$ cat src/rtl/alu_ctrl_pkg.sv
// Shared constants, FSM encoding and the combinational instruction decode
// for alu_ctrl_mdu. Define ALU_CTRL_DIV_EN to make div/divu legal MDU ops.
package alu_ctrl_pkg;

    localparam logic [3:0] ALU_ADD  = 4'b0010;
    localparam logic [3:0] ALU_SUB  = 4'b0110;
    localparam logic [3:0] ALU_AND  = 4'b0000;
    localparam logic [3:0] ALU_OR   = 4'b0001;
    localparam logic [3:0] ALU_SLT  = 4'b0111;
    localparam logic [3:0] ALU_NOR  = 4'b1100;
    localparam logic [3:0] ALU_SLTU = 4'b1000;
    localparam logic [3:0] ALU_PASS = 4'b1111;

    localparam logic [1:0] OP_LS    = 2'b00;
    localparam logic [1:0] OP_BEQ   = 2'b01;
    localparam logic [1:0] OP_RTYPE = 2'b10;
    localparam logic [1:0] OP_ORI   = 2'b11;

    localparam logic [5:0] F_ADD   = 6'b100000;
    localparam logic [5:0] F_SUB   = 6'b100010;
    localparam logic [5:0] F_AND   = 6'b100100;
    localparam logic [5:0] F_OR    = 6'b100101;
    localparam logic [5:0] F_SLT   = 6'b101010;
    localparam logic [5:0] F_NOR   = 6'b100111;
    localparam logic [5:0] F_SLTU  = 6'b101011;
    localparam logic [5:0] F_MFHI  = 6'b010000;
    localparam logic [5:0] F_MFLO  = 6'b010010;
    localparam logic [5:0] F_MULT  = 6'b011000;
    localparam logic [5:0] F_MULTU = 6'b011001;
    localparam logic [5:0] F_DIV   = 6'b011010;
    localparam logic [5:0] F_DIVU  = 6'b011011;

    localparam logic [1:0] HILO_ALU = 2'b00;
    localparam logic [1:0] HILO_HI  = 2'b01;
    localparam logic [1:0] HILO_LO  = 2'b10;

    typedef enum logic [2:0] {
        ST_IDLE,
        ST_MUL,
        ST_DIV,
        ST_FIX,
        ST_DONE
    } mdu_state_e;

    typedef struct packed {
        logic [3:0] code;
        logic [1:0] hilo_sel;
        logic       illegal;
        logic       mdu;
        logic       hilo_rd;
    } dec_t;

    // illegal is raw here; the caller qualifies it with valid.
    function automatic dec_t decode(input logic [1:0] op, input logic [5:0] f);
        dec_t d;
        d.code     = ALU_AND;
        d.hilo_sel = HILO_ALU;
        d.illegal  = 1'b0;
        d.mdu      = 1'b0;
        d.hilo_rd  = 1'b0;
        case (op)
            OP_LS:  d.code = ALU_ADD;
            OP_BEQ: d.code = ALU_SUB;
            OP_ORI: d.code = ALU_OR;
            default: begin
                case (f)
                    F_ADD:  d.code = ALU_ADD;
                    F_SUB:  d.code = ALU_SUB;
                    F_AND:  d.code = ALU_AND;
                    F_OR:   d.code = ALU_OR;
                    F_SLT:  d.code = ALU_SLT;
                    F_NOR:  d.code = ALU_NOR;
                    F_SLTU: d.code = ALU_SLTU;
                    F_MFHI: begin
                        d.code     = ALU_PASS;
                        d.hilo_sel = HILO_HI;
                        d.hilo_rd  = 1'b1;
                    end
                    F_MFLO: begin
                        d.code     = ALU_PASS;
                        d.hilo_sel = HILO_LO;
                        d.hilo_rd  = 1'b1;
                    end
                    F_MULT, F_MULTU: d.mdu = 1'b1;
`ifdef ALU_CTRL_DIV_EN
                    F_DIV, F_DIVU:   d.mdu = 1'b1;
`endif
                    default: d.illegal = 1'b1;
                endcase
            end
        endcase
        return d;
    endfunction

endpackage

$ cat src/rtl/alu_ctrl_mdu_iter.sv
// Shift-add multiply / restoring divide iteration datapath with its step counter.
// Operands arrive as magnitudes; sign handling lives in the parent.
module mdu_iter
    import alu_ctrl_pkg::*;
#(
    parameter int WIDTH = 32
) (
    input  logic             clk_i,
    input  logic             rst_i,
    input  logic             load_i,
    input  logic             div_i,
    input  logic             step_i,
    input  logic [WIDTH-1:0] a_i,
    input  logic [WIDTH-1:0] b_i,
    output logic [WIDTH-1:0] hi_o,
    output logic [WIDTH-1:0] lo_o,
    output logic             last_o
);
    localparam int CNT_W = $clog2(WIDTH + 1);

    logic [WIDTH-1:0] hi_q, hi_d, lo_q, lo_d, opnd_q;
    logic [CNT_W-1:0] cnt_q, cnt_d;
    logic [WIDTH:0]   sum;
`ifdef ALU_CTRL_DIV_EN
    logic             div_q;
    logic [WIDTH:0]   rem, diff;
`endif

    // Multiply: {hi,lo} holds partial product over the shifting multiplier.
    // Divide: hi is the partial remainder, lo shifts dividend out / quotient in.
    always_comb begin
        hi_d  = hi_q;
        lo_d  = lo_q;
        cnt_d = cnt_q;
        sum   = {1'b0, hi_q} + (lo_q[0] ? {1'b0, opnd_q} : '0);
`ifdef ALU_CTRL_DIV_EN
        rem   = {hi_q, lo_q[WIDTH-1]};
        diff  = rem - {1'b0, opnd_q};
`endif
        if (load_i) begin
            hi_d  = '0;
            lo_d  = div_i ? a_i : b_i;
            cnt_d = CNT_W'(WIDTH);
        end else if (step_i) begin
            cnt_d        = cnt_q - CNT_W'(1);
            {hi_d, lo_d} = {sum, lo_q[WIDTH-1:1]};
`ifdef ALU_CTRL_DIV_EN
            if (div_q) begin
                if (diff[WIDTH]) begin
                    hi_d = rem[WIDTH-1:0];
                    lo_d = {lo_q[WIDTH-2:0], 1'b0};
                end else begin
                    hi_d = diff[WIDTH-1:0];
                    lo_d = {lo_q[WIDTH-2:0], 1'b1};
                end
            end
`endif
        end
    end

    always_ff @(posedge clk_i) begin
        if (rst_i) begin
            hi_q   <= '0;
            lo_q   <= '0;
            opnd_q <= '0;
            cnt_q  <= '0;
`ifdef ALU_CTRL_DIV_EN
            div_q  <= 1'b0;
`endif
        end else begin
            hi_q  <= hi_d;
            lo_q  <= lo_d;
            cnt_q <= cnt_d;
            if (load_i) begin
                opnd_q <= div_i ? b_i : a_i;
`ifdef ALU_CTRL_DIV_EN
                div_q  <= div_i;
`endif
            end
        end
    end

    assign hi_o   = hi_q;
    assign lo_o   = lo_q;
    assign last_o = (cnt_q == CNT_W'(1));

endmodule

$ cat src/rtl/alu_ctrl_mdu.sv
// ALU control decoder with an iterative multiply/divide unit and HI/LO registers.
// Define ALU_CTRL_DIV_EN to build the divide path; otherwise div/divu are illegal.
module alu_ctrl_mdu
    import alu_ctrl_pkg::*;
#(
    parameter int WIDTH  = 32,
    parameter int CTRL_W = 4
) (
    input  logic              clk,
    input  logic              rst,
    input  logic              valid,
    input  logic [1:0]        op_alu,
    input  logic [5:0]        funct,
    input  logic [WIDTH-1:0]  opa,
    input  logic [WIDTH-1:0]  opb,
    output logic [CTRL_W-1:0] alu_ctrl,
    output logic [1:0]        hilo_sel,
    output logic              illegal,
    output logic              busy,
    output logic              stall,
    output logic              done,
    output logic              divz,
    output logic [WIDTH-1:0]  hi,
    output logic [WIDTH-1:0]  lo
);
    dec_t               dec;
    mdu_state_e         state_q, state_d;
    logic               accept, req_signed, req_div, sa, sb, step, it_last, neg_q;
    logic [WIDTH-1:0]   a_mag, b_mag, it_hi, it_lo, hi_q, lo_q, hi_d, lo_d;
    logic [2*WIDTH-1:0] prod;
`ifdef ALU_CTRL_DIV_EN
    logic               div_q, dz_q, rneg_q;
    logic [WIDTH-1:0]   opa_q;
`endif

    assign dec      = decode(op_alu, funct);
    assign alu_ctrl = CTRL_W'(dec.code);
    assign hilo_sel = dec.hilo_sel;
    assign illegal  = valid & dec.illegal;
    assign hi       = hi_q;
    assign lo       = lo_q;

    // dec.mdu is only ever set for R-type, so op_alu is already qualified.
    assign accept     = valid & dec.mdu & (state_q == ST_IDLE);
    assign req_signed = ~funct[0];
`ifdef ALU_CTRL_DIV_EN
    assign req_div    = funct[1];
`else
    assign req_div    = 1'b0;
`endif
    assign sa    = req_signed & opa[WIDTH-1];
    assign sb    = req_signed & opb[WIDTH-1];
    assign a_mag = sa ? -opa : opa;
    assign b_mag = sb ? -opb : opb;

    mdu_iter #(.WIDTH(WIDTH)) u_iter (
        .clk_i  (clk),
        .rst_i  (rst),
        .load_i (accept),
        .div_i  (req_div),
        .step_i (step),
        .a_i    (a_mag),
        .b_i    (b_mag),
        .hi_o   (it_hi),
        .lo_o   (it_lo),
        .last_o (it_last)
    );

    always_ff @(posedge clk) begin
        if (rst) state_q <= ST_IDLE;
        else     state_q <= state_d;
    end

    always_comb begin
        state_d = state_q;
        unique case (state_q)
            ST_IDLE: if (accept) begin
`ifdef ALU_CTRL_DIV_EN
                if (req_div) state_d = (opb == '0) ? ST_FIX : ST_DIV;
                else         state_d = ST_MUL;
`else
                state_d = ST_MUL;
`endif
            end
            ST_MUL, ST_DIV: if (it_last) state_d = ST_FIX;
            ST_FIX:         state_d = ST_DONE;
            ST_DONE:        state_d = ST_IDLE;
            default:        state_d = ST_IDLE;
        endcase
    end

    always_comb begin
        busy = 1'b0;
        done = 1'b0;
        step = 1'b0;
        unique case (state_q)
            ST_MUL, ST_DIV: begin
                busy = 1'b1;
                step = 1'b1;
            end
            ST_FIX:  busy = 1'b1;
            ST_DONE: done = 1'b1;
            default: ;
        endcase
        // Anything touching HI/LO waits until the unit is back in IDLE.
        stall = valid & (dec.mdu | dec.hilo_rd) & (busy | (state_q != ST_IDLE));
    end

`ifdef ALU_CTRL_DIV_EN
    assign divz = done & dz_q;
`else
    assign divz = 1'b0;
`endif

    // Sign restore: product/quotient take sa^sb, the remainder takes the dividend sign.
    always_comb begin
        prod = neg_q ? -{it_hi, it_lo} : {it_hi, it_lo};
        hi_d = prod[2*WIDTH-1:WIDTH];
        lo_d = prod[WIDTH-1:0];
`ifdef ALU_CTRL_DIV_EN
        if (div_q) begin
            if (dz_q) begin
                hi_d = opa_q;
                lo_d = '1;
            end else begin
                hi_d = rneg_q ? -it_hi : it_hi;
                lo_d = neg_q  ? -it_lo : it_lo;
            end
        end
`endif
    end

    always_ff @(posedge clk) begin
        if (rst) begin
            hi_q   <= '0;
            lo_q   <= '0;
            neg_q  <= 1'b0;
`ifdef ALU_CTRL_DIV_EN
            div_q  <= 1'b0;
            dz_q   <= 1'b0;
            rneg_q <= 1'b0;
            opa_q  <= '0;
`endif
        end else begin
            if (accept) begin
                neg_q  <= sa ^ sb;
`ifdef ALU_CTRL_DIV_EN
                div_q  <= req_div;
                dz_q   <= req_div & (opb == '0);
                rneg_q <= sa;
                opa_q  <= opa;
`endif
            end
            if (state_q == ST_FIX) begin
                hi_q <= hi_d;
                lo_q <= lo_d;
            end
        end
    end

endmodule
$ cat config.mk
export PLATFORM = sky130hd
export DESIGN_NAME = alu_ctrl_mdu
export DESIGN_NICKNAME = d
export VERILOG_FILES = /design/src/rtl/alu_ctrl_pkg.sv /design/src/rtl/alu_ctrl_mdu_iter.sv /design/src/rtl/alu_ctrl_mdu.sv
export SDC_FILE = /design/constraint.sdc
export NUM_CORES = 1
export LEC_CHECK = 0
export ABC_CLOCK_PERIOD_IN_PS = 4100
export CORE_MARGIN = 2
export CORE_UTILIZATION = 57
export DETAILED_ROUTE_END_ITERATION = 8
export GPL_ROUTABILITY_DRIVEN = 1
export HOLD_SLACK_MARGIN = 0.15
export PLACE_DENSITY = 0.8
export SYNTH_ARGS = -nofsm -noshare
export SYNTH_HDL_FRONTEND = slang
export SYNTH_HIERARCHICAL = 1
export SYNTH_SLANG_ARGS = --single-unit
export TNS_END_PERCENT = 100
$ cat constraint.sdc
create_clock -name clk -period 4.1 [get_ports clk]
set_clock_uncertainty 0.1 [all_clocks]
set_input_delay 0.82 -clock clk [delete_from_list [all_inputs] [get_ports clk]]
set_output_delay 0.82 -clock clk [all_outputs]
set_load 0.05 [all_outputs]
==> flow_summary.ini, run 1 <==
[worst_setup_path]
cp-end-kind = output port
worstPathRequired_ps = 3180
critPathMaxFanout = 15
startpoint_type = primary input
r2r_cells = 10
arrival_ps = 2870
r2r-end = u_iter/hi_o[31]
critical_path_class = in2out
r2r-start = u_iter/lo_o[0]
worst-r2r-setup-slack_ps = 770

[global_routing]
grt_pass1_vias = 10200
grt_max_degree = 131
grt_pass1_wl_mm = 52.2
grt_remaining_overflow = 0
grt_antenna_before_repair = 0
grt_use_total = 0.293

[logic_synthesis]
avgSynthCellArea_sq_um = 8.03
postSynthCellCount = 1495
yosys.area.top_type = dfxtp_1
synthDominantCellAreaShare = 0.284
ys_types = 71
synth_area_sq_um = 12000
synthArstFlopShare = 0
ys_warn_count = 6
synth.most_common_cell = dfxtp_1
ys_ff_latch = 170
ys_seq_area_frac = 0.284
synth_edf_count = 0
synth_common_cells = dfxtp_1 (170), nor2_1 (152), a211oi_1 (148)
synthFlopType = dfxtp_1
synth_area_leaders = dfxtp_1 (28%), a211oi_1 (9.3%), mux2i_1 (7.0%)

[detailed_routing]
drc = 0
vias = 11600
via_per_inst = 6.21
drt_pass1_iterations = 5
wirelength_mm = 33.2
wl_per_cell_microns = 17.8
detail-route-antenna-nets = 0
drt_first_iter_violations = 914

[clocking]
postCtsResizedCells = 0
clk_pin_slew_ps = 70
cts_setup_buffers = 0
cts_tree = built
postCtsHoldBufs = 0
clock_latency_ps = 440
numCtsBuffers = 17
cts-root-buf = clkbuf_16
htreeDepth = 4
clock_path_buffers = 2
cts_sinks = 170

[finish]
antennaDiodeCount = 0
area_delta_synth_final_pct = 18.4
layout-drive-gt1-share = 0.0617
layout.nets = 1688

[floorplanning]
die-area_sq_um = 22200
die_y_microns = 149
core_sq_um = 20800
io_pins = 150
dieWidth_microns = 149
fp-row-count = 53
initial_core_util = 0.576

[hold_path]
whs_endpoint = hi[21]
holdPathStages = 2
holdCritPathClass = reg2reg
hold_start = hi[21]

[sta]
whs_ps = 355
worst_pin_slew_ps = 840
period_needed_ps = 3790
fin_crit_sh = 0.923
rsz0062_at_grt = no
final_max_slew_viol_count = 0
slew_headroom = 0.438
finalSetupViolations = 0
hold_viol_final = 0
fmax_mhz = 264
setup_tns_ps = 0

[power]
vdd.ir_drop.worst_mv = 0.227
p_leak_nw = 5.49
power.density_nw_per_um2 = 268

[job]
maxCapViolCount = 0

[status]
status = complete, no violations

[placed_design]
gp_congestion = 0.986
port-buffer-count = 148
dp_hpwl_mm = 25.1
## cells in the final DEF (no fill, tap or decap), types with 19 or more instances in the layout
master and n:
clkdlybuf4s50_1 141, xor2_1 89, dfxtp_1 169, nand3_1 26, and2_1 36, ha_1 37
mux2i_1 84, a211oi_1 148, xnor2_1 50, o31ai_1 28, inv_1 26, or3_1 19
o21ai_0 61, o41ai_1 19, nor2b_1 46, nand2_1 102, nor2_1 151, or4_1 22
buf_4 20, a21oi_1 65, nor3_1 34
## flip-flops by register name, indices dropped and copies added (netlist names)
register and count:
neg_q 1, lo 32, state_q 3, u_iter/cnt_q 6, u_iter/opnd_q 32, hi 32, u_iter/lo_o 32, u_iter/hi_o 32
## layout make-up
class,instances,area [sq um]
Multi-Input combinational cell,1195,8110
Fill cell,1764,6610
Sequential cell,170,3400
Timing Repair Buffer,165,1640
Clock buffer,17,425
Tap cell,275,344
Clock inverter,15,191
Inverter,26,97.6
## where the power goes
group	total (W)	internal, W	switching [W]
Clock	0.00169	0.000974	0.000720
Sequential	0.00166	0.00165	0.00000456
Combinational	0.000454	0.000188	0.000265
## per-stage QoR
stage | utilization | cells | power, W | setup slack [ps] | instance area (sq um)
floorplan | - | 1496 | 0.00195 | 65.3 | 12000
global placement | 0.653 | 1831 | 0.00213 | 200 | 13600
detailed placement | 0.653 | 1831 | 0.00214 | 87.3 | 13600
CTS | 0.682 | 1863 | 0.00381 | 305 | 14200
global route | 0.682 | 1863 | 0.00392 | 130 | 14200
finish | 0.682 | 1863 | 0.00381 | 315 | 14200
## kinds of logic (layout without fill, tap and decap cells)
group | after synthesis | count (layout) | share of synthesized area
DFF | 170 | 170 | 0.284
and+or+nand+nor | 529 | 529 | 0.225
AOI/OAI and AO/OA | 403 | 403 | 0.236
xor gates and xnor gates | 139 | 139 | 0.101
buffers and inverters | 131 | 223 | 0.0426
other | 1 | 2 | 0.000312
adders and majority gates | 38 | 38 | 0.0402
muxes | 84 | 84 | 0.0701
## critical path: stages
cell and delay [ps]:
clkdlybuf4s50_1 630, nor2_1 240, nand2_1 150, nor3_1 180
clkdlybuf4s50_1 840
## layer usage
layer	vias up	GRT usage	share of wire
met1	5337	0.417	0.46
li1	5640	-	-
met5	-	0	0
met3	52	0.0456	0.077
met4	0	0.107	0.027
met2	536	0.448	0.44
## how the worst max path moves through the flow
stage	start	endpoint	slack, ps	cells after the start
finish	funct[0]	hilo_sel[1]	310	5
global route	funct[0]	hilo_sel[1]	130	5
CTS	funct[0]	hilo_sel[1]	310	5
detailed placement	opb[10]	u_iter/lo_o[30]	90	9
global placement	opb[10]	u_iter/lo_o[21]	200	9
floorplan	funct[5]	alu_ctrl[1]	70	6
No activity file was read; power rests on OpenSTA's default activity.
==> run 2, diff against run 1 <==
--- a/config.mk
+++ b/config.mk
@@ -6,12 +6,15 @@
 export NUM_CORES = 1
 export LEC_CHECK = 0
 export ABC_CLOCK_PERIOD_IN_PS = 4100
+export CELL_PAD_IN_SITES_DETAIL_PLACEMENT = 1
+export CELL_PAD_IN_SITES_GLOBAL_PLACEMENT = 1
 export CORE_MARGIN = 2
-export CORE_UTILIZATION = 57
+export CORE_UTILIZATION = 48
 export DETAILED_ROUTE_END_ITERATION = 8
+export DONT_BUFFER_PORTS = 1
 export GPL_ROUTABILITY_DRIVEN = 1
 export HOLD_SLACK_MARGIN = 0.15
-export PLACE_DENSITY = 0.8
+export PLACE_DENSITY = 0.78
 export SYNTH_ARGS = -nofsm -noshare
 export SYNTH_HDL_FRONTEND = slang
 export SYNTH_HIERARCHICAL = 1
==> flow_summary.ini, run 2 (synthesis gave the netlist of run 1 again) <==
[floorplanning]
die-area_sq_um = 26300
core_sq_um = 24500
initial_core_util = 0.491
die_y_microns = 162
io_pins = 150
dieWidth_microns = 162
fp-row-count = 57

[sta]
setup_tns_ps = 0
slew_headroom = 0.261
rsz0062_at_grt = no
finalSetupViolations = 0
fin_crit_sh = 0.838
period_needed_ps = 3430
fmax_mhz = 291
worst_pin_slew_ps = 1110
hold_viol_final = 0
final_max_slew_viol_count = 0

[worst_setup_path]
arrival_ps = 3660
cpLargestDelayFamily = compound AO/OA/AOI/OAI gates
cp-end-kind = flip-flop
worst-r2r-setup-slack_ps = 670
critical_path_class = reg2reg
critPathMaxFanout = 29
path_cells = buf_4 -> and2_1 -> ha_1 -> a21o_1 -> o21bai_1 -> a21oi_1 -> o21ai_0 -> o31ai_2 -> o2111ai_1 -> o211a_1
worstPathRequired_ps = 4330
worst-path-buf-inv = 1
slowest_delay_ps = 890
crit_slowest_cell = dfxtp_1
startpoint_type = flip-flop

[clocking]
clock_path_buffers = 2
postCtsResizedCells = 0
cts-root-buf = clkbuf_16
clk_pin_slew_ps = 80
cts_tree = built
numCtsBuffers = 17
postCtsHoldBufs = 0
clock_latency_ps = 430
cts_sinks = 170
cts_setup_buffers = 0
htreeDepth = 4

[placed_design]
post-place-cells = 1736
gp_congestion = 0.896
port-buffer-count = 0
dp_hpwl_mm = 28.4

[detailed_routing]
drt_first_iter_violations = 839
wirelength_mm = 37.7
via_per_inst = 6.24
wl_per_cell_microns = 21.3
detail-route-antenna-nets = 0
drc = 0
vias = 11000
drt_pass1_iterations = 5

[power]
p_leak_nw = 4.92
power.density_nw_per_um2 = 278
vdd.ir_drop.worst_mv = 0.202

[finish]
num-fill-cells = 2999
layout-drive-gt1-share = 0.0672
area_delta_synth_final_pct = 6.32
final_cell_mix = dfxtp_1 (169), nor2_1 (151), a211oi_1 (147)
final_common_cell = dfxtp_1
fin_cells = 1769
layout.nets = 1544

[status]
status = complete, no violations

[global_routing]
grt_pass1_vias = 10900
grt_remaining_overflow = 0
grt_pass1_wl_mm = 59.0
grt_antenna_before_repair = 1
grt_max_degree = 125
grt_use_total = 0.281

[job]
maxCapViolCount = 0

[hold_path]
holdCritPathClass = in2reg
## run 2: cell types whose count changed in the layout (fill, tap and decap cells not counted), moves of 2 or more
cell	change
buf_12	-3
clkinv_4	+2
clkdlybuf4s50_1	-141
bufinv_16	-3
## run 2: path summary, 6_finish.rpt
| check | endpoint | from | cells after the start |
|---|---|---|---|
| setup reg to reg | u_iter/hi_o[31] | u_iter/lo_o[0] | 10 |
| setup / recovery | u_iter/hi_o[31] | u_iter/lo_o[0] | 10 |
| hold / removal | hi[25] | rst | 1 |
| hold reg to reg | u_iter/opnd_q[22] | u_iter/opnd_q[22] | 2 |
## run 2: layout make-up
class | count | area, sq um | area share
antenna | 1 | 2.50 | 0.000196
clock buffer | 19 | 443 | 0.0347
clock inverter | 13 | 111 | 0.00873
inverter | 26 | 97.6 | 0.00765
multi-input combinational | 1195 | 8120 | 0.637
sequential | 170 | 3400 | 0.267
tap | 324 | 405 | 0.0318
timing repair buffer | 21 | 170 | 0.0133
## run 2: metal layers
layer  routed length, microns  track usage
met5                        0            0
met3                     2160       0.0508
met2                    16200        0.424
met4                      978       0.0965
met1                    18400        0.402
## run 2: power breakdown
part	internal [W]	total [W]	switching, W
clock	0.000809	0.00155	0.000744
sequential	0.00165	0.00166	0.00000526
combinational	0.000123	0.000336	0.000212
total	0.00259	0.00355	0.000962
## run 2: worst register-to-register path, stage by stage, from the launching register on
cell	delay, ps
dfxtp_1	890
buf_4	290
and2_1	160
ha_1	320
a21o_1	240
o21bai_1	200
a21oi_1	150
o21ai_0	200
o31ai_2	410
o2111ai_1	200
o211a_1	160
## run 2: per-stage QoR
step	hold WS, ps	power, W	worst slack, ps	utilization	area (sq um)
CTS	350	0.00356	674	0.521	12800
global route	341	0.00367	402	0.521	12800
global placement	368	0.00202	642	0.499	12200
finish	354	0.00355	666	0.522	12800
detailed placement	374	0.00202	519	0.499	12200
floorplan	359	0.00195	65.3	-	12000
